[src/rtl/bounce_gen.sv]
// Emulated bouncy switch: each requested transition is followed by a random
// burst of bounce pairs, then the line holds the target level until settled.
module bounce_gen #(
    parameter int          MAX_BOUNCES = 4,
    parameter int          MIN_HOLD    = 12,
    parameter int          JITTER_W    = 6,
    parameter int          SETTLE_CYC  = 120,
    parameter logic [15:0] SEED        = 16'hACE1,
    parameter logic        INIT_LEVEL  = 1'b0
) (
    input  logic       clk_i,
    input  logic       rst_i,
    input  logic       start_i,
    input  logic       level_i,
    output logic       ready_o,
    output logic       sw_o,
    output logic       done_o,
    output logic [3:0] nbounce_o
);

    localparam logic [15:0] SEED_EFF    = (SEED == 16'h0000) ? 16'hACE1 : SEED;
    localparam logic [15:0] JMASK       = 16'((32'd1 << JITTER_W) - 32'd1);
    localparam logic [15:0] HOLD_BASE   = 16'(MIN_HOLD - 1);
    localparam logic [15:0] SETTLE_LOAD = 16'(SETTLE_CYC - 1);
    localparam logic [3:0]  MAX_N       = 4'(MAX_BOUNCES);

    typedef enum logic [1:0] {IDLE, BOUNCE, SETTLE} state_t;

    // Galois form of x^16+x^14+x^13+x^11+1; a nonzero state never maps to zero.
    function automatic logic [15:0] lfsr_step(input logic [15:0] v);
        return v[0] ? ((v >> 1) ^ 16'hB400) : (v >> 1);
    endfunction

    state_t      state_reg;
    logic [15:0] lfsr_reg;
    logic [15:0] cnt_reg;
    logic [4:0]  toggles_reg;
    logic        target_reg;
    logic        sw_reg;
    logic        ready_reg;
    logic        done_reg;
    logic [3:0]  nbounce_reg;

    logic [15:0] lfsr_step1;
    logic [15:0] lfsr_step2;
    logic [3:0]  draw_n;
    logic [15:0] hold_first;
    logic [15:0] hold_next;

    // Counters are loaded with (length - 1) and expire when they reach zero.
    // On acceptance the bounce count is drawn first, then the first phase
    // length from the advanced value, so the LFSR steps twice that cycle.
    always_comb begin
        lfsr_step1 = lfsr_step(lfsr_reg);
        lfsr_step2 = lfsr_step(lfsr_step1);
        draw_n     = (lfsr_reg[3:0] > MAX_N) ? MAX_N : lfsr_reg[3:0];
        hold_first = HOLD_BASE + (lfsr_step1 & JMASK);
        hold_next  = HOLD_BASE + (lfsr_reg & JMASK);
    end

    always_ff @(posedge clk_i) begin
        if (rst_i) begin
            state_reg   <= IDLE;
            lfsr_reg    <= SEED_EFF;
            cnt_reg     <= 16'd0;
            toggles_reg <= 5'd0;
            target_reg  <= INIT_LEVEL;
            sw_reg      <= INIT_LEVEL;
            ready_reg   <= 1'b1;
            done_reg    <= 1'b0;
            nbounce_reg <= 4'd0;
        end else begin
            done_reg <= 1'b0;
            case (state_reg)
                IDLE: begin
                    if (start_i) begin
                        ready_reg  <= 1'b0;
                        target_reg <= level_i;
                        cnt_reg    <= SETTLE_LOAD;
                        if (level_i == sw_reg) begin
                            nbounce_reg <= 4'd0;
                            state_reg   <= SETTLE;
                        end else begin
                            sw_reg      <= level_i;
                            nbounce_reg <= draw_n;
                            if (draw_n == 4'd0) begin
                                lfsr_reg  <= lfsr_step1;
                                state_reg <= SETTLE;
                            end else begin
                                lfsr_reg    <= lfsr_step2;
                                cnt_reg     <= hold_first;
                                toggles_reg <= {draw_n, 1'b0};
                                state_reg   <= BOUNCE;
                            end
                        end
                    end
                end
                BOUNCE: begin
                    if (cnt_reg == 16'd0) begin
                        toggles_reg <= toggles_reg - 5'd1;
                        if (toggles_reg == 5'd1) begin
                            sw_reg    <= target_reg;
                            cnt_reg   <= SETTLE_LOAD;
                            state_reg <= SETTLE;
                        end else begin
                            sw_reg   <= ~sw_reg;
                            cnt_reg  <= hold_next;
                            lfsr_reg <= lfsr_step1;
                        end
                    end else begin
                        cnt_reg <= cnt_reg - 16'd1;
                    end
                end
                SETTLE: begin
                    if (cnt_reg == 16'd0) begin
                        done_reg  <= 1'b1;
                        ready_reg <= 1'b1;
                        state_reg <= IDLE;
                    end else begin
                        cnt_reg <= cnt_reg - 16'd1;
                    end
                end
                default: state_reg <= IDLE;
            endcase
        end
    end

    assign ready_o   = ready_reg;
    assign sw_o      = sw_reg;
    assign done_o    = done_reg;
    assign nbounce_o = nbounce_reg;

endmodule
[config.mk]
export PLATFORM = sky130hd
export DESIGN_NAME = bounce_gen
export DESIGN_NICKNAME = d
export VERILOG_FILES = /design/src/rtl/bounce_gen.sv
export SDC_FILE = /design/constraint.sdc
export NUM_CORES = 1
export LEC_CHECK = 0
export CORE_ASPECT_RATIO = 1.75
export CORE_MARGIN = 2
export CORE_UTILIZATION = 30
export DETAILED_ROUTE_END_ITERATION = 10
export PLACE_DENSITY = 0.51
export RECOVER_POWER = 25
export REMOVE_ABC_BUFFERS = 1
export SYNTH_ARGS = -nofsm -noshare
export SYNTH_HDL_FRONTEND = slang
export SYNTH_SLANG_ARGS = --single-unit
[constraint.sdc]
create_clock -name clk_i -period 3.65 [get_ports clk_i]
set_clock_uncertainty 0.2 [all_clocks]
set_input_delay 0.73 -clock clk_i [delete_from_list [all_inputs] [get_ports clk_i]]
set_output_delay 0.73 -clock clk_i [all_outputs]
set_load 0.01 [all_outputs]
Yosys cells after proc, flatten, opt, wreduce, memory -nomap -nowiden

Cells that the tools add are included.

Flip-flop bits (word level): 47
Input port bits: 4
Output and inout bits: 7

Add/subtract/negate cells: 4
$lt $le $gt $ge: 1
Eq/ne operators: 12
Multiplexer cells: 38
Bitwise logic cells: 4
Reductions and logical operators: 14

Operators by type and width:

| operator                | number |
|---|---|
| $mux W16                | 10 |
| $pmux W16 S3            | 1 |
| $pmux W16 S2            | 1 |
| $mux W7                 | 3 |
| $mux W5                 | 4 |
| $logic_not A16 Y1       | 1 |
| $ne A2 B2 Y1 const B    | 8 |
| $sub A16 B1 Y16 const B | 1 |
| $add A4 B6 Y7 const A   | 2 |
| $mux W2                 | 6 |
| $pmux W5 S2             | 1 |
| $reduce_and A5 Y1       | 2 |
| $mux W4                 | 2 |
| $not A3 Y4              | 2 |
| $reduce_and A4 Y1       | 2 |
| $mux W1                 | 7 |
| $pmux W2 S3             | 1 |
| $reduce_and A3 Y1       | 2 |
| $eq A5 B1 Y1 const B    | 1 |
| $sub A5 B1 Y5 const B   | 1 |
| $gt A4 B3 Y1 const B    | 1 |
| $logic_not A4 Y1        | 1 |
| $pmux W1 S2             | 2 |
| $reduce_bool A2 Y1      | 2 |
| other kinds (8)         | 9 |

Depth between registers and ports, before layout

Depth in word-level cells: 8
Mapped depth: 10

Worst setup path before layout

Ideal clock, no wire load.

Kind: input to register
From: input port level_i
To: register toggles_reg[4]
Arrival time: 1.969 ns
Slack: 1.411 ns
Stages on the path: 6
Cell sequence: xnor2_1 -> or2_1 -> nor2_2 -> o22ai_4 -> or4b_1 -> a21oi_1

Cells in the longest elaborated chain, start to end: 3

Ends and longest elaborated chain:

| item                        | RTL line | RTL |
|---|---|---|
| start: declaration          | 14       | `input logic level_i,` |
| $eq A1 B1 Y1                | 80       | `if (level_i == sw_reg) begin` |
| $ne A2 B2 Y1 (no line)      | n/a      |  |
| $reduce_and A5 Y1 (no line) | n/a      |  |
| end signal: assignment      | 92       | `toggles_reg <= {draw_n, 1'b0};` |
| end signal: assignment      | 100      | `toggles_reg <= toggles_reg - 5'd1;` |
| end: declaration            | 37       | `logic [4:0] toggles_reg;` |

No other way between the ends.
A chain may end at the register's enable or synchronous reset.

Worst setup path in the final report

From: register cnt_reg[0]
To: register state_reg[1]

Cells in the longest elaborated chain, start to end: 3
Elaborated cells between the ends (all ways): 4
Those cells by class: eq/ne: 2; reduce/logical: 2

Ends and longest elaborated chain:

| item                            | RTL line | RTL |
|---|---|---|
| start: declaration              | 36       | `logic [15:0] cnt_reg;` |
| start signal: assignment        | 91       | `cnt_reg <= hold_first;` |
| start signal: assignment        | 107      | `cnt_reg <= hold_next;` |
| start signal: assignment        | 111      | `cnt_reg <= cnt_reg - 16'd1;` |
| $logic_not A16 Y1 (*)           | 99, 115  |  |
| $ne A2 B2 Y1 (no line)          | n/a      |  |
| $reduce_and A4 Y1 (no line) (*) | n/a      |  |
| end signal: assignment          | 104      | `state_reg <= SETTLE;` |
| end signal: assignment          | 118      | `state_reg <= IDLE;` |
| end signal: assignment          | 123      | `default: state_reg <= IDLE;` |
| end: declaration                | 34       | `state_t state_reg;` |

Every way passes the cells marked *; elsewhere a longest branch is shown, timed or not.

==> flow_summary.json <==
{
  "via_per_inst": 5.238,
  "numPortBuffers": 10,
  "die_w_um": 78.20,
  "synth.area.top_cells": "dfxtp_1, nor2_1, a21oi_1, ha_1, nand2_1",
  "setup_viol": 0,
  "drt_wl_total_um": 7596,
  "drive_gt1_share_pct": 7.202,
  "dr.first_iter.drc_count": 80,
  "synth_common_cells": "dfxtp_1, nor2_1, nand2_1",
  "maxClockFrequency_ghz": 0.3280,
  "pre_cts_slack_ns": 0.6890,
  "maxCapViolations": 0,
  "outcome": "finished, final reports clean",
  "finalSetupTns_ns": 0,
  "fp.dieH_um": 133.8,
  "ctsHtreeMaxLevel": 2,
  "num_vias": 2530,
  "wl_per_cell_um": 15.73,
  "globalplace.congestion": 0.7989,
  "hold_class": "reg -> reg",
  "worstSetupPathType": "reg -> reg",
  "synth.distinct_cells": 59,
  "syn_avg_cell_area_um2": 8.051,
  "gr-total-overflow": 0,
  "async_reset_ff_share_pct": 0,
  "cp-start-kind": "flop",
  "remaining_drc_errors": 0,
  "met2_usage_pct": 29.12,
  "holdBufCountCts": 0,
  "cts_setup_buffers": 0,
  "cts-root-buf": "clkbuf_16",
  "yosysTopAreaCellShare_pct": 32.55,
  "place_hpwl_um": 5498,
  "core_area_um2": 9409,
  "areaGrowthSynthToFinish_pct": 11.13,
  "dieArea_um2": 10470,
  "ant_nets": 0,
  "synthMuxAreaShare_pct": 1.039,
  "ys_ff_latch": 47,
  "cp.required_ns": 3.61,
  "nNetsFinal": 376,
  "endpoint_kind": "flop",
  "grt_pass1_wl_um": 12420,
  "ys_warn_count": 0,
  "fin_ws_ns": 0.6013,
  "synth_top_family_by_area": "simple AND/OR/NAND/NOR gates",
  "use_met1_pct": 14.38,
  "cts_buffers": 5,
  "netlist_instances": 359,
  "grt_start_max_net_pins": 26,
  "rsz0062_at_grt": "no",
  "seq_area_frac_synth_pct": 32.55,
  "antenna_found_initial": 0,
  "critPathMaxFanout": 6,
  "hold_viol_final": 0,
  "synth_ff_type": "dfxtp_1",
  "rows": 47,
  "synthSimpleGateAreaFrac_pct": 25.50,
  "diodes": 0,
  "slew_violations": 0,
  "use_met3_pct": 2.692,
  "clockBufferDepth": 2,
  "tritoncts": "done",
  "ios": 11,
  "synth-xor-area-share_pct": 6.970,
  "ir_drop_uv": 402.3,
  "drtPass1Iterations": 4,
  "slew_headroom_pct": 48.67,
  "period_minus_slack_ns": 3.049,
  "tightest_slew_ns": 0.7592,
  "synth.most_common_cell": "dfxtp_1",
  "period_share_pct": 83.53,
  "clock_latency_ns": 0.30,
  "synth_area_leader_cell": "dfxtp_1",
  "cts_sinks": 47,
  "grt_pass1_vias": 2537,
  "syn_area_um2": 2890,
  "start_util_pct": 30.72,
  "p_per_area_nw_per_um2": 925.0,
  "synth_compound_area_share_pct": 23.46,
  "synth_edf_count": 0,
  "leakage_nw": 1.202,
  "grt_use_total_pct": 15.16,
  "post_cts_resized": 0,
  "synthAdderAreaFrac_pct": 5.195,
  "clk_pin_slew_worst_paths_ns": 0.07,
  "cp.arrival_ns": 3.01,
  "top_usage_layer": "met2"
}
==> worst paths after layout <==
check / slack (ns) / end / from / cells after the start
worst min-delay path: 0.25 / nbounce_o[1] / nbounce_o[1] / 2
worst max-delay path: 0.60 / state_reg[1] / cnt_reg[0] / 8
worst min register to register: 0.25 / nbounce_o[1] / nbounce_o[1] / 2
worst max register to register: 0.60 / state_reg[1] / cnt_reg[0] / 8
==> worst max-delay path: stages, from the launching register on <==
cell	delay (ns)
dfxtp_1	0.33
inv_1	0.08
ha_1	0.23
nor4b_1	0.65
nand2_2	0.28
a2111oi_0	0.40
a21oi_1	0.19
a211oi_1	0.48
a211oi_1	0.09
==> report_power, final <==
part | leakage [nW] | switching (W) | internal (W) | total (W)
clock network | 0.0679 | 0.000202 | 0.000254 | 0.000456
registers | 0.385 | 0.000222 | 0.000674 | 0.000896
logic | 0.749 | 0.000985 | 0.000634 | 0.00162
==> metal layers <==
layer	vias to the layer above	share of wire (%)
li1	1277	-
met1	1198	38
met2	35	55
met3	20	1.9
met4	0	5.1
met5	-	0
==> cells by family after synthesis <==
| group | Yosys count |
|---|---|
| multiplexers | 3 |
| flip-flops | 47 |
| AND/OR/NAND/NOR | 139 |
| adder cells (fa/ha/maj) | 12 |
| AO/OA/AOI/OAI | 99 |
| buffers and inverters | 36 |
| XOR/XNOR | 23 |
==> final cells by class <==
cell class | instances | area, um2
fillers | 1031 | 6197
multi-input cells | 276 | 1790
flip-flops and latches | 47 | 940.9
well taps | 122 | 152.6
clock buffers | 7 | 132.6
repair buffers | 14 | 130.1
inverters | 16 | 60.06
clock inverters | 1 | 5.005
==> stage by stage <==
step / instance area, um2 / instances / hold WS, ns / utilization (%) / total power (W)
final: 3212 / 483 / 0.2549 / 34.14 / 0.002971
after global routing: 3212 / 483 / 0.2990 / 34.14 / 0.003222
after CTS: 3218 / 483 / 0.2613 / 34.20 / 0.003001
after detailed placement: 3080 / 475 / 0.2523 / 32.74 / 0.002529
after global placement: 3080 / 475 / 0.2497 / 32.74 / 0.002531
after floorplan: 2798 / 339 / 0.2394 / - / 0.002081
==> layout by cell type (no fill, tap or decap), drive strengths merged, types with 9 or more instances in the layout <==
cell type / count
a211oi: 9
inv: 16
xor2: 13
ha: 12
nand2: 37
dfxtp: 47
a21oi: 32
xnor2: 10
o21ai: 17
nand3: 10
nor2: 47
Note: power is estimated with default switching activity, not from simulation.
